**src/rtl/regfile_wb_pkg.sv**
```systemverilog
// Shared widths and helpers for the write-back register file and its
// pending-write scoreboard.
package regfile_wb_pkg;

  localparam int XLEN     = 32;
  localparam int REG_AW   = 5;
  localparam int PEND_W   = 2;
  localparam int REG_NUM  = 32;
  localparam int ZERO_REG = 0;

  localparam logic [PEND_W-1:0] PEND_MAX  = {PEND_W{1'b1}};
  localparam logic [PEND_W-1:0] PEND_ZERO = {PEND_W{1'b0}};
  localparam logic [PEND_W-1:0] PEND_ONE  = PEND_W'(1);

  // x0 is hardwired: it is never stored, never busy and never counted.
  function automatic logic is_live_addr(input logic [REG_AW-1:0] addr);
    return addr != REG_AW'(ZERO_REG);
  endfunction

  // A register whose last outstanding write retires this cycle is not busy.
  function automatic logic pend_busy(input logic [PEND_W-1:0] cnt,
                                     input logic              retiring);
    return (cnt > PEND_ONE) || ((cnt == PEND_ONE) && !retiring);
  endfunction

endpackage

```
**src/rtl/rf_scoreboard.sv**
```systemverilog
// Per-register pending-write counters: decode increments at issue, write-back
// decrements on retirement; drives busy and issue-ready.
module rf_scoreboard
  import regfile_wb_pkg::*;
(
  input  logic              clk,
  input  logic              rst,
  input  logic              i_wb_en,
  input  logic [REG_AW-1:0] i_wb_addr,
  input  logic              i_issue_en,
  input  logic [REG_AW-1:0] i_issue_addr,
  input  logic [REG_AW-1:0] i_rs1_addr,
  input  logic [REG_AW-1:0] i_rs2_addr,
  output logic              o_rs1_busy,
  output logic              o_rs2_busy,
  output logic              o_issue_ready
);

  logic [PEND_W-1:0] r_cnt     [1:REG_NUM-1];
  logic [PEND_W-1:0] w_cnt     [REG_NUM];
  logic [PEND_W-1:0] w_cnt_nxt [1:REG_NUM-1];
  logic              w_dec_vld;
  logic              w_inc_vld;
  logic              w_issue_ret;
  logic [REG_NUM-1:1] w_inc_hit;
  logic [REG_NUM-1:1] w_dec_hit;

  // Zero-extended view so x0 can be indexed like any other register.
  always_comb begin
    w_cnt[0] = PEND_ZERO;
    for (int i = 1; i < REG_NUM; i++) begin
      w_cnt[i] = r_cnt[i];
    end
  end

  // Retirement, issue acceptance, busy and ready; reset forces idle outputs.
  always_comb begin
    w_dec_vld     = !rst && i_wb_en && is_live_addr(i_wb_addr);
    w_issue_ret   = w_dec_vld && (i_wb_addr == i_issue_addr);
    o_issue_ready = rst || !is_live_addr(i_issue_addr) ||
                    !((w_cnt[i_issue_addr] == PEND_MAX) && !w_issue_ret);
    w_inc_vld     = !rst && i_issue_en && o_issue_ready && is_live_addr(i_issue_addr);
    o_rs1_busy    = !rst && is_live_addr(i_rs1_addr) &&
                    pend_busy(w_cnt[i_rs1_addr], w_dec_vld && (i_wb_addr == i_rs1_addr));
    o_rs2_busy    = !rst && is_live_addr(i_rs2_addr) &&
                    pend_busy(w_cnt[i_rs2_addr], w_dec_vld && (i_wb_addr == i_rs2_addr));
  end

  // Next count per register; a decrement at zero holds rather than wrapping.
  always_comb begin
    for (int i = 1; i < REG_NUM; i++) begin
      w_inc_hit[i] = w_inc_vld && (i_issue_addr == REG_AW'(i));
      w_dec_hit[i] = w_dec_vld && (i_wb_addr == REG_AW'(i));
      case ({w_inc_hit[i], w_dec_hit[i]})
        2'b10:   w_cnt_nxt[i] = r_cnt[i] + PEND_ONE;
        2'b01:   w_cnt_nxt[i] = (r_cnt[i] == PEND_ZERO) ? PEND_ZERO : r_cnt[i] - PEND_ONE;
        default: w_cnt_nxt[i] = r_cnt[i];
      endcase
    end
  end

  // Counter state.
  always_ff @(posedge clk) begin
    for (int i = 1; i < REG_NUM; i++) begin
      if (rst) begin
        r_cnt[i] <= PEND_ZERO;
      end else begin
        r_cnt[i] <= w_cnt_nxt[i];
      end
    end
  end

  a_no_underflow: assert property (@(posedge clk) disable iff (rst)
    w_dec_vld |-> (w_cnt[i_wb_addr] != PEND_ZERO));

endmodule

```
**src/rtl/regfile_wb.sv**
```systemverilog
// Integer register file closing the write-back stage: 31 stored registers,
// two bypassed combinational read ports and a pending-write scoreboard.
module regfile_wb
  import regfile_wb_pkg::*;
(
  input  logic              clk,
  input  logic              rst,
  input  logic              wb_rd_wr_en_i,
  input  logic [REG_AW-1:0] wb_rd_addr_i,
  input  logic [XLEN-1:0]   wb_rd_reg_data_i,
  input  logic [REG_AW-1:0] rs1_addr_i,
  output logic [XLEN-1:0]   rs1_data_o,
  output logic              rs1_busy_o,
  input  logic [REG_AW-1:0] rs2_addr_i,
  output logic [XLEN-1:0]   rs2_data_o,
  output logic              rs2_busy_o,
  input  logic              issue_rd_en_i,
  input  logic [REG_AW-1:0] issue_rd_addr_i,
  output logic              issue_ready_o
);

  logic [XLEN-1:0] r_regs [1:REG_NUM-1];
  logic [XLEN-1:0] w_regs [REG_NUM];
  logic            w_wr_vld;

  assign w_wr_vld = !rst && wb_rd_wr_en_i && is_live_addr(wb_rd_addr_i);

  // Storage update; writes to x0 are dropped.
  always_ff @(posedge clk) begin
    for (int i = 1; i < REG_NUM; i++) begin
      if (rst) begin
        r_regs[i] <= {XLEN{1'b0}};
      end else if (w_wr_vld && (wb_rd_addr_i == REG_AW'(i))) begin
        r_regs[i] <= wb_rd_reg_data_i;
      end else begin
        r_regs[i] <= r_regs[i];
      end
    end
  end

  // Read view with x0 hardwired to zero.
  always_comb begin
    w_regs[0] = {XLEN{1'b0}};
    for (int i = 1; i < REG_NUM; i++) begin
      w_regs[i] = r_regs[i];
    end
  end

  // Read ports: reset reads zero, a same-cycle write is forwarded.
  always_comb begin
    if (rst) begin
      rs1_data_o = {XLEN{1'b0}};
      rs2_data_o = {XLEN{1'b0}};
    end else begin
      rs1_data_o = (w_wr_vld && (wb_rd_addr_i == rs1_addr_i)) ? wb_rd_reg_data_i
                                                              : w_regs[rs1_addr_i];
      rs2_data_o = (w_wr_vld && (wb_rd_addr_i == rs2_addr_i)) ? wb_rd_reg_data_i
                                                              : w_regs[rs2_addr_i];
    end
  end

  rf_scoreboard u_scoreboard (
    .clk           (clk),
    .rst           (rst),
    .i_wb_en       (wb_rd_wr_en_i),
    .i_wb_addr     (wb_rd_addr_i),
    .i_issue_en    (issue_rd_en_i),
    .i_issue_addr  (issue_rd_addr_i),
    .i_rs1_addr    (rs1_addr_i),
    .i_rs2_addr    (rs2_addr_i),
    .o_rs1_busy    (rs1_busy_o),
    .o_rs2_busy    (rs2_busy_o),
    .o_issue_ready (issue_ready_o)
  );

endmodule

```
**config.mk**
```make
export PLATFORM = sky130hd
export DESIGN_NAME = regfile_wb
export DESIGN_NICKNAME = d
export VERILOG_FILES = /design/src/rtl/regfile_wb_pkg.sv /design/src/rtl/rf_scoreboard.sv /design/src/rtl/regfile_wb.sv
export SDC_FILE = /design/constraint.sdc
export NUM_CORES = 2
export LEC_CHECK = 0
export CORE_UTILIZATION = 55
export CTS_BUF_LIST = sky130_fd_sc_hd__clkbuf_4
export DETAILED_ROUTE_END_ITERATION = 7
export PLACE_DENSITY = 0.72
export SYNTH_ARGS = -nofsm -noshare
export SYNTH_HDL_FRONTEND = slang
export SYNTH_SLANG_ARGS = --single-unit
export TNS_END_PERCENT = 100
```
**constraint.sdc**
```tcl
create_clock -name clk -period 6.2 [get_ports clk]
set_input_delay 1.86 -clock clk [delete_from_list [all_inputs] [get_ports clk]]
set_output_delay 1.86 -clock clk [all_outputs]
set_load 0.02 [all_outputs]
```
==> flow_metrics.tcl <==
set metrics [dict create \
    ant_nets 0 \
    fin_crit_sh_pct 101 \
    via_count 41886 \
    timing.final.hold_violations 0 \
    worstPathArrival_ns 4.42 \
    setup_viol 1 \
    rsz0062_at_grt "yes" \
    cts_buffers 301 \
    dp.cells 5733 \
    die_x_um 332 \
    postCtsHoldBufs 0 \
    root_buffer "clkbuf_4" \
    drtIter0Drc 6114 \
    finalCriticalPeriod_ns 6.28 \
    synth_top_area_share_pct 49.9 \
    antenna_found_initial 11 \
    ios 123 \
    num-fill-cells 7668 \
    status "complete, but fails checks" \
    ys_top_cells_by_area "edfxtp_1, mux4_2, and2_1" \
    syn_inst 4196 \
    grt_overflow 0 \
    syn_nets 4345 \
    syn_area_um2 59700 \
    p_leak_uw 0.0255 \
    grt_pass1_vias 41161 \
    worstPathRequired_ns 4.34 \
    ys_seq_area_share_pct 51.9 \
    fin_ws_ns -0.0790 \
    gp_congestion 0.950 \
    routed_wirelength_um 195000 \
    rows 120 \
    skew_ns 0.0802 \
    drc 0 \
    synth_area_leader_cell "edfxtp_1" \
    ff_latch_area_um2 31000 \
    drv_slew 0 \
    drive_gt1_share_pct 34.4 \
    hp-class "reg2reg" \
    synth-edff-count 992 \
    syn_to_final_growth_pct 16.6 \
    multiInputGateArea_um2 27400 \
    clk_pin_slew_ns 0.06 \
    worstSkewPairLatency_ns 1.19 \
    die_h_um 332 \
    clkSinkCount 1054 \
    worstSetupEndpointType "primary output" \
    grt_max_degree 75 \
    path_max_fanout 19 \
    fin_nets 4791 \
    grt_pass1_wl_um 281000 \
    syn_area_per_cell_um2 14.2 \
    maxCapViolCount 0 \
    grt_usage_pct 35.6 \
    yosysWarnings 0 \
    relSlewSlack_pct 34.5 \
    cp-start-kind "input pin" \
    timing.fmax_mhz 159 \
    port-buffer-count 122 \
    ff2ff_setup_slack_ns 3.33 \
    dp_hpwl_um 122000 \
    ys.flop_type "edfxtp_1" \
    ys_ff_latch 1054 \
    vdd_drop_max_mv 0.144 \
    finalNonFillerCells 6225 \
    drtPass1Iterations 5 \
    place_area_um2 66000 \
    drt-vias-per-instance 6.73 \
    routedWlPerCell_um 31.3 \
    die_area_um2 110000 \
    p_per_area_nw_per_um2 243 \
    async_flop_share_pct 0 \
    synth_cell_types 49 \
    violations "negative setup slack" \
    initial_core_util_pct 55.6 \
    core-area_um2 107000 \
    htree_levels 5 \
    clockBufferDepth 4 \
    cts_tree "done" \
    final_area_um2 69600 \
    critPathKind "in2out" \
    tightest_slew_ns 0.980 \
]
## worst max-delay path, cell delays in order
cell and delay, ns:
buf_16 0.23, buf_16 0.24, buf_6 0.19, mux4_2 0.50
mux2_2 0.27, o211ai_1 0.50, nand2_1 0.20, dlygate4sd2_1 0.37
## final cells by class
type / count / area share, %
flip-flops and latches: 1054 / 44.6
multi-input cells: 2672 / 39.4
repair buffers: 565 / 8.42
clock buffers: 418 / 4.51
well taps: 1403 / 2.52
clock inverters: 60 / 0.343
inverters: 48 / 0.259
diodes: 5 / 0.0180
## synth_stat cells (5+ instances only)
| master | instances |
|---|---|
| a21oi_1 | 76 |
| nand2_1 | 165 |
| o21ai_0 | 37 |
| buf_6 | 10 |
| buf_1 | 18 |
| mux4_2 | 546 |
| nor2_1 | 164 |
| a311oi_1 | 8 |
| o211ai_1 | 74 |
| dfxtp_1 | 62 |
| buf_2 | 92 |
| clkbuf_1 | 283 |
| a22oi_1 | 69 |
| a211oi_1 | 38 |
| mux2_2 | 135 |
| buf_4 | 19 |
| nor2b_1 | 8 |
| inv_1 | 46 |
| nand3_1 | 15 |
| ha_1 | 93 |
| nor3_1 | 20 |
| a31oi_1 | 12 |
| and2_1 | 997 |
| nand4_1 | 10 |
| and3_1 | 5 |
| a22o_1 | 66 |
| xor2_1 | 13 |
| mux2i_1 | 81 |
| edfxtp_1 | 992 |
## path summary, 6_finish.rpt
| check | start | endpoint | cells past startpoint |
|---|---|---|---|
| max | rs1_addr_i[0] | rs1_data_o[29] | 8 |
| min | u_scoreboard.r_cnt[0][42] | u_scoreboard.r_cnt[0][42] | 2 |
| max reg2reg | u_scoreboard.r_cnt[0][17] | u_scoreboard.r_cnt[0][12] | 10 |
| min reg2reg | u_scoreboard.r_cnt[0][42] | u_scoreboard.r_cnt[0][42] | 2 |
## placed cells by master (no fill, tap or decap), drive strengths merged, types with 38 or more instances in the layout
cell / instances
a211oi: 38
a21oi: 76
a22o: 66
a22oi: 69
and2: 997
buf: 455
clkbuf: 420
clkdlybuf4s50: 53
clkinv: 53
dfxtp: 62
dlygate4sd2: 40
edfxtp: 992
ha: 93
inv: 53
mux2: 135
mux2i: 81
mux4: 546
nand2: 165
nor2: 164
o211ai: 75
o21ai: 41
## flip-flops by register name (all words and copies together), names as in the netlist
register / count
r_regs: 992
u_scoreboard.r_cnt: 62
## logic make-up (layout without fill, tap and decap cells)
| logic type | after synthesis | after routing | share of synthesized area (%) |
|---|---|---|---|
| AND/OR/NAND/NOR | 1402 | 1402 | 13.3 |
| flip-flops | 1054 | 1054 | 51.9 |
| multiplexers | 762 | 762 | 24.5 |
| buffers and inverters | 470 | 1091 | 3.39 |
| AO/OA/AOI/OAI | 400 | 400 | 4.72 |
| adder cells (fa/ha/maj) | 93 | 93 | 1.95 |
| XOR/XNOR | 15 | 15 | 0.220 |
| other | 0 | 5 | 0 |
## report_power, final
group / switching, uW / internal (uW) / leakage (uW)
Combinational: 1390 / 1180 / 0.0135
Clock: 2940 / 3070 / 0.00204
Sequential: 185 / 8140 / 0.00994
Total: 4510 / 12400 / 0.0255
## routing by layer
metal	vias up	GRT usage (%)	wire, um
li1	17069	-	-
met1	21022	47.6	70500
met2	3212	54.2	89100
met3	579	10.6	26700
met4	4	16.1	8770
met5	-	0	27
## stage by stage
stage / power, uW / setup WS [ns] / hold slack, ns / util, % / setup TNS (ns)
floorplan: 9820 / 0.652 / 0.489 / - / 0
global placement: 10900 / -0.331 / 0.526 / 61.4 / -4.51
detailed placement: 11000 / -0.327 / 0.539 / 61.4 / -5.10
CTS: 16900 / 0.00160 / 0.550 / 64.7 / 0
global route: 17400 / -0.00879 / 0.578 / 64.8 / -0.0252
finish: 16900 / -0.0790 / 0.553 / 64.8 / -0.0790
## what timing repair did
item                                    4_1_cts  5_1_grt
hold endpoints to repair                      0        0
buffers inserted                              2        4
cloned                                        2        1
pin swaps                                     3        3
endpoints found under the setup margin       60       41
gates resized for setup                      53       27
Note: power is estimated with default switching activity, not from simulation.
